--- src/rtl/adder_4_bit_pkg.sv ---
// Shared definitions for the 4-bit ripple-carry adder slice.
//   WIDTH     : operand width (fixed at 4)
//   result_t  : bundle of the combinational adder result (sum, cout, ovf)
//   is_zero() : helper used to derive the registered zero flag
package adder_4_bit_pkg;

  localparam int WIDTH = 4;

  typedef struct packed {
    logic [WIDTH-1:0] sum;
    logic             cout;
    logic             ovf;
  } result_t;

  function automatic logic is_zero(input logic [WIDTH-1:0] value);
    return (value == '0);
  endfunction

endpackage

--- src/rtl/adder_4_bit_full_adder.sv ---
// One-bit full adder, the cell of the ripple chain.
//   a, b, cin : addend bits and carry in
//   s         : sum bit
//   cout      : carry out
module full_adder (
  input  logic a,
  input  logic b,
  input  logic cin,
  output logic s,
  output logic cout
);

  logic p;

  // Propagate term is shared by the sum and the carry.
  assign p    = a ^ b;
  assign s    = p ^ cin;
  assign cout = (a & b) | (cin & p);

endmodule

--- src/rtl/adder_4_bit.sv ---
// 4-bit ripple-carry adder with a combinational result and a one-cycle
// registered copy.
//   A, B      : operands (unsigned; two's complement for Ovf)
//   Cin       : carry in
//   Sum, Cout : combinational A+B+Cin, bits [3:0] and bit 4
//   clk, rst  : clock and asynchronous active-high reset of the register stage
//   in_valid  : capture enable for the register stage
//   Ovf       : combinational two's-complement overflow
//   sum_q, cout_q, ovf_q, zero_q, out_valid : registered results
// The first five ports come first so positional hookup of just the
// combinational adder works with the rest left open.
module adder_4_bit
  import adder_4_bit_pkg::*;
(
  input  logic [WIDTH-1:0] A,
  input  logic [WIDTH-1:0] B,
  input  logic             Cin,
  output logic [WIDTH-1:0] Sum,
  output logic             Cout,
  input  logic             clk,
  input  logic             rst,
  input  logic             in_valid,
  output logic             Ovf,
  output logic [WIDTH-1:0] sum_q,
  output logic             cout_q,
  output logic             ovf_q,
  output logic             zero_q,
  output logic             out_valid
);

  // carry[i] is the carry into bit i; carry[WIDTH] is the carry out.
  logic [WIDTH:0] carry;
  result_t        res;

  assign carry[0] = Cin;

  for (genvar i = 0; i < WIDTH; i++) begin : g_ripple
    full_adder u_fa (
      .a    (A[i]),
      .b    (B[i]),
      .cin  (carry[i]),
      .s    (res.sum[i]),
      .cout (carry[i+1])
    );
  end

  // Signed overflow: carry into the sign bit disagrees with carry out of it.
  assign res.cout = carry[WIDTH];
  assign res.ovf  = carry[WIDTH-1] ^ carry[WIDTH];

  assign Sum  = res.sum;
  assign Cout = res.cout;
  assign Ovf  = res.ovf;

  // NOTE: state is updated with non-blocking assignments so every flop
  // samples the pre-edge values; blocking here would create ordering races.
  always_ff @(posedge clk or posedge rst) begin
    if (rst) begin
      sum_q     <= '0;
      cout_q    <= 1'b0;
      ovf_q     <= 1'b0;
      zero_q    <= 1'b0;
      out_valid <= 1'b0;
    end else begin
      out_valid <= in_valid;
      // Results hold while in_valid is low; only out_valid drops.
      if (in_valid) begin
        sum_q  <= res.sum;
        cout_q <= res.cout;
        ovf_q  <= res.ovf;
        zero_q <= is_zero(res.sum);
      end
    end
  end

endmodule

--- config.mk ---
export PLATFORM = sky130hd
export DESIGN_NAME = adder_4_bit
export DESIGN_NICKNAME = d
export VERILOG_FILES = /design/src/rtl/adder_4_bit_pkg.sv /design/src/rtl/adder_4_bit_full_adder.sv /design/src/rtl/adder_4_bit.sv
export SDC_FILE = /design/constraint.sdc
export NUM_CORES = 1
export LEC_CHECK = 0
export CORE_AREA = 2 2 39 41
export DETAILED_ROUTE_END_ITERATION = 6
export DIE_AREA = 0 0 41 43
export PLACE_DENSITY_LB_ADDON = 0.3
export SLEW_MARGIN = 15
export SYNTH_ARGS = -nofsm -noshare
export SYNTH_HDL_FRONTEND = slang
export SYNTH_SLANG_ARGS = --single-unit
--- constraint.sdc ---
create_clock -name clk -period 3.4 [get_ports clk]
set_input_delay 0.68 -clock clk [delete_from_list [all_inputs] [get_ports clk]]
set_output_delay 0.68 -clock clk [all_outputs]
set_load 0.02 [all_outputs]
* After elaboration in Yosys (flattened, before gate mapping)
Index checks and enable logic that the tools add are counted.
Storage, ports and cells: logic and storage cells 27, bits of input ports 12, register bits 8
Cells by class: reduce and logical (&&, ||, !) cells 1, bitwise gates (word level) 21
Operators with widths (count):
- $xor A1 B1 Y1 | 9
- $and A1 B1 Y1 | 8
- $logic_not A4 Y1 | 1
- $or A1 B1 Y1 | 4

* Depth between registers and ports, before layout
depth after elaboration 10, mapped depth 7, mapped depth without buffers 7

* Modules after synthesis
Synthesis repeated with hierarchy kept, for this count alone.
Unflattened totals: cell total of the unflattened synthesis 23, area, all modules 415.4 um^2
By module, submodules not included:
- adder_4_bit | area each 335.3 um^2, times used 1, cells each 19, sequential area each 200.2 um^2
- full_adder | area each 20.0 um^2, times used 4, cells each 1, sequential area each 0.0 um^2

* Worst setup path after synthesis
OpenSTA, ideal clock, no wires.
path kind input-to-output, start in A[0], end out Sum[3], stages 7, buffers on the path 1, arrival time 2.560 ns, slack 0.160 ns, data required time 2.720 ns, cells stage by stage fa_1 fa_1 fa_1 inv_1 fa_1 inv_1 buf_4
On the way: cells in the longest elaborated chain, start to end 8
RTL lines:
- start, declared | line adder_4_bit.sv:15 | input logic [WIDTH-1:0] A,
- $xor A1 B1 Y1 | line adder_4_bit_full_adder.sv:16 | assign p = a ^ b;
- $and A1 B1 Y1 | line adder_4_bit_full_adder.sv:18 | assign cout = (a & b) | (cin & p);
- $or A1 B1 Y1 (*) | line adder_4_bit_full_adder.sv:18
- $and A1 B1 Y1 (*) | line adder_4_bit_full_adder.sv:18
- $or A1 B1 Y1 (*) | line adder_4_bit_full_adder.sv:18
- $and A1 B1 Y1 (*) | line adder_4_bit_full_adder.sv:18
- $or A1 B1 Y1 (*) | line adder_4_bit_full_adder.sv:18
- $xor A1 B1 Y1 (*) | line adder_4_bit_full_adder.sv:17 | assign s = p ^ cin;
- end, declared | line adder_4_bit.sv:18 | output logic [WIDTH-1:0] Sum,
Mark *: on every way between the ends. The rest lies on a longest branch, timed or not.

* Worst setup path in the final report
start in B[0], end out Sum[3]
On the way: cells in the longest elaborated chain, start to end 8
RTL lines:
- start, declared | line adder_4_bit.sv:16 | input logic [WIDTH-1:0] B,
- $xor A1 B1 Y1 | line adder_4_bit_full_adder.sv:16
- $and A1 B1 Y1 | line adder_4_bit_full_adder.sv:18
- $or A1 B1 Y1 (*) | line adder_4_bit_full_adder.sv:18
- $and A1 B1 Y1 (*) | line adder_4_bit_full_adder.sv:18
- $or A1 B1 Y1 (*) | line adder_4_bit_full_adder.sv:18
- $and A1 B1 Y1 (*) | line adder_4_bit_full_adder.sv:18
- $or A1 B1 Y1 (*) | line adder_4_bit_full_adder.sv:18
- $xor A1 B1 Y1 (*) | line adder_4_bit_full_adder.sv:17
Marked as above.

==> metrics.md <==
| Metric | Value |
|---|---|
| Outcome | completed |
| Net Sw Frac | 31.82% |
| Pre-antenna DRT Iters | 1 |
| Hold Vio Cnt, Final | 0 |
| Initial antenna violation count | 0 |
| Synth-to-layout area growth | 67.53% |
| Effective utilization at floorplan | 31.46% |
| CP required | 2.72 ns |
| IO Pins | 26 |
| Crit. End Element | output port |
| # port buffers | 25 |
| Hold_sp | sum_q[1] |
| Top cell by count, worst path | fa_2 |
| VDD IR max | 0.0002636 V |
| Synth area leader | dfrtp_1 |
| Clock Power Share | 20.0% |
| P_int | around 0.00024 W |
| Largest net degree at the start of global routing | 10 |
| Worst Tran Pin Value | 0.3807 ns |
| # fillers | 130 |
| Leak | 0.3281 nW |
| Sinks on Clock Net | 8 |
| Worst-path fanout max | 2 |
| Row Count | 14 |
| Post-synth EDFFs | 0 |
| DRT iter0 DRCs | 0 |
| Total Power | around 0.00035 W |
| FF+latch area | around 200 um^2 |
| CTS clk-pin slew, worst paths | 0.05 ns |
| Highest clock rate | between 300 and 400 MHz |
| First-pass GRT wire length | 1400 um |
| Period utilisation layout | 97.50% |
| Path category of the worst min-delay check | register to register |
| Synth Instances | 33 |
| CTS max path bufs | 2 |
| Routed wire length | 813 um |
| Most frequent cell after synthesis | dfrtp_1 |
| R2R depth | 1 |
| Syn_nets | 49 |
| Commonest register cell after synthesis | dfrtp_1 |
| Startpoint types | input pin |
| Congestion Overflow GR | 0 |
| R2r setup slk | 2.64 ns |
| Maxcap violations | 0 |
| Layout cells sized above 1 | 37.70% |
| CTS root buf | clkbuf_4 |
| Seq pwr share | 33.9% |
| Pwr/cell area | slightly below 500 nW/um^2 |
| Nets | 79 |
| Vias in the first global route | 315 |
| FF+latch count, synth | 8 |
| Sequential share of the synthesized area | about 46% |
| CTS tree | yes |
| CTS Buf Count | 3 |
| Routability cong. | around 0.63 |
| Htree depth | 1 |
| Die ar. | between 1500 and 2000 um^2 |
| Distinct cells, synth | 11 |
| Fraction of registers with async set/reset | 100.0% |
| Slowest-stage cell, CP | fa_1 |
| DR WL/cell | 10.56 um |
| Slew Limit Fails | 0 |
| Reg-to-reg endpoint | ovf_q |
| Largest cells by area after synthesis | dfrtp_1 46%, fa_1 18%, mux2_2 13%, buf_4 6.9%, inv_1 5.2% |
| Sw power | between 0.0001 and 0.00015 W |
| GR Util All Layers | approximately an eighth |
| Top post-synthesis cells by count | 8 x dfrtp_1, 6 x inv_1, 5 x mux2_2 |
| Crit path DAT | 2.64 ns |
| Antenna diodes | 0 |
| Clk_lat worst skew | 0.25 ns |
| Mapped Area | 435.4 um^2 |
| DR vias | 329 |
| Avg Cell Area, Syn | 13.19 um^2 |
| Min Tclk post-route | 3.315 ns |
| Count of final setup violators | 0 |
| Logic pwr share | 46.1% |
| Hold_buf cts | 0 |
| Setup CP Type | input pin to output port |
| Drt drc | 0 |
| Worst slew margin | between 70% and 80% |
| DP Wirelength | 679 um |
| Worst path max stage delay | 0.44 ns |
| Synth top area share | 45.98% |
| Hold Path Stages | 1 |
| Die width | between 40 and 50 um |
| Via-per-instance ratio | 4.273 |
| RSZ-0062 raised after global routing | false |
| Worst Hold End | sum_q[1] |
| Die Span Y | around 43 um |
| Worst r2r src | ovf_q |
| Yosys warning total | 0 |
| Pre-CTS WS | -0.8613 ns |
| Area occupied by multi-input gates | 185.2 um^2 |
| Critical-path cell list | clkdlybuf4s15_2, fa_2, fa_2, fa_2, inv_2, fa_1, inv_2, buf_6 |
| Routed Antenna Nets | 0 |
| Worst setup margin | 0.08487 ns |
| CORE AREA | 1384 um^2 |
| Clock skew | 0 ns |
-- power groups by stage --
stage | Combinational (W) | Sequential, W | Clock [W]
floorplan | 0.0000675 | 0.000143 | 0
global placement | 0.000164 | 0.000122 | 0
detailed placement | 0.000166 | 0.000121 | 0
CTS | 0.000166 | 0.000121 | 0.0000749
global route | 0.000175 | 0.000122 | 0.0000844
finish | 0.000163 | 0.000120 | 0.0000709
-- worst max-delay path by stage --
stage | startpoint | end | slack [ns] | cells after the start
final | B[0] | Sum[3] | 0.08 | 8
after detailed placement | A[0] | Sum[3] | -0.86 | 8
after global routing | B[0] | Sum[3] | 0.03 | 8
after floorplan | A[0] | Sum[3] | 0.16 | 7
after CTS | B[0] | Sum[3] | 0.006 | 8
after global placement | A[0] | Sum[3] | -0.81 | 8
-- repair_timing --
item                       in CTS  in global routing
resized for setup              28                  0
pin swaps                       4                  3
buffers inserted                1                  0
setup endpoints to repair       4                  3
-- metal layers --
layer	share of wire [%]	up-vias	track usage, %
met1	39	158	14.92
li1	-	156	-
met3	9.0	2	8.901
met5	0	-	0
met4	0.49	0	4.000
met2	51	13	17.81
-- critical path: cells and delay by family --
| family | cells | cell delay, ns |
|---|---|---|
| buf+inv | 4 | 0.45 |
| fa+ha+maj | 4 | 1.50 |
-- registers in the layout, summed over array words and instances (netlist names) --
| name | count |
|---|---|
| sum_q | 4 |
| ovf_q | 1 |
| out_valid | 1 |
| zero_q | 1 |
| cout_q | 1 |
-- layout make-up --
| type | count | share of cell area (%) |
|---|---|---|
| Inverter | 6 | 3.087 |
| Clock buffer | 3 | 3.087 |
| Timing Repair Buffer | 30 | 38.25 |
| Tap cell | 16 | 2.744 |
| Multi-Input combinational cell | 14 | 25.39 |
| Sequential cell | 8 | 27.44 |
-- kinds of logic after synthesis --
family	Yosys count	share of synthesized area, %
multiplexers	6	16.38
AO/OA/AOI/OAI	1	1.148
buffers and inverters	11	13.22
XOR/XNOR	1	2.012
flip-flops	8	45.98
AND/OR/NAND/NOR	2	2.873
adder cells (fa/ha/maj)	4	18.39
-- metrics by stage --
stage	TNS (ns)	instances	utilization [%]	hold WS, ns	cell area (um^2)
after global placement	-2.372	73	50.63	0.4937	700.7
after global routing	0	77	52.71	0.5247	729.5
final	0	77	52.71	0.5035	729.5
after CTS	0	77	52.71	0.5111	729.5
after floorplan	0	33	-	0.4957	435.4
after detailed placement	-2.618	73	50.63	0.4923	700.7
-- cell usage in the layout, fill, tap and decap left out, types with 2 or more instances in the layout --
master,count
fa_2,3
dfrtp_1,8
inv_2,2
buf_4,5
clkdlybuf4s15_1,2
mux2_2,5
clkdlybuf4s50_1,18
buf_2,2
clkbuf_4,3
inv_1,4
(Power assumes the default switching activity.)
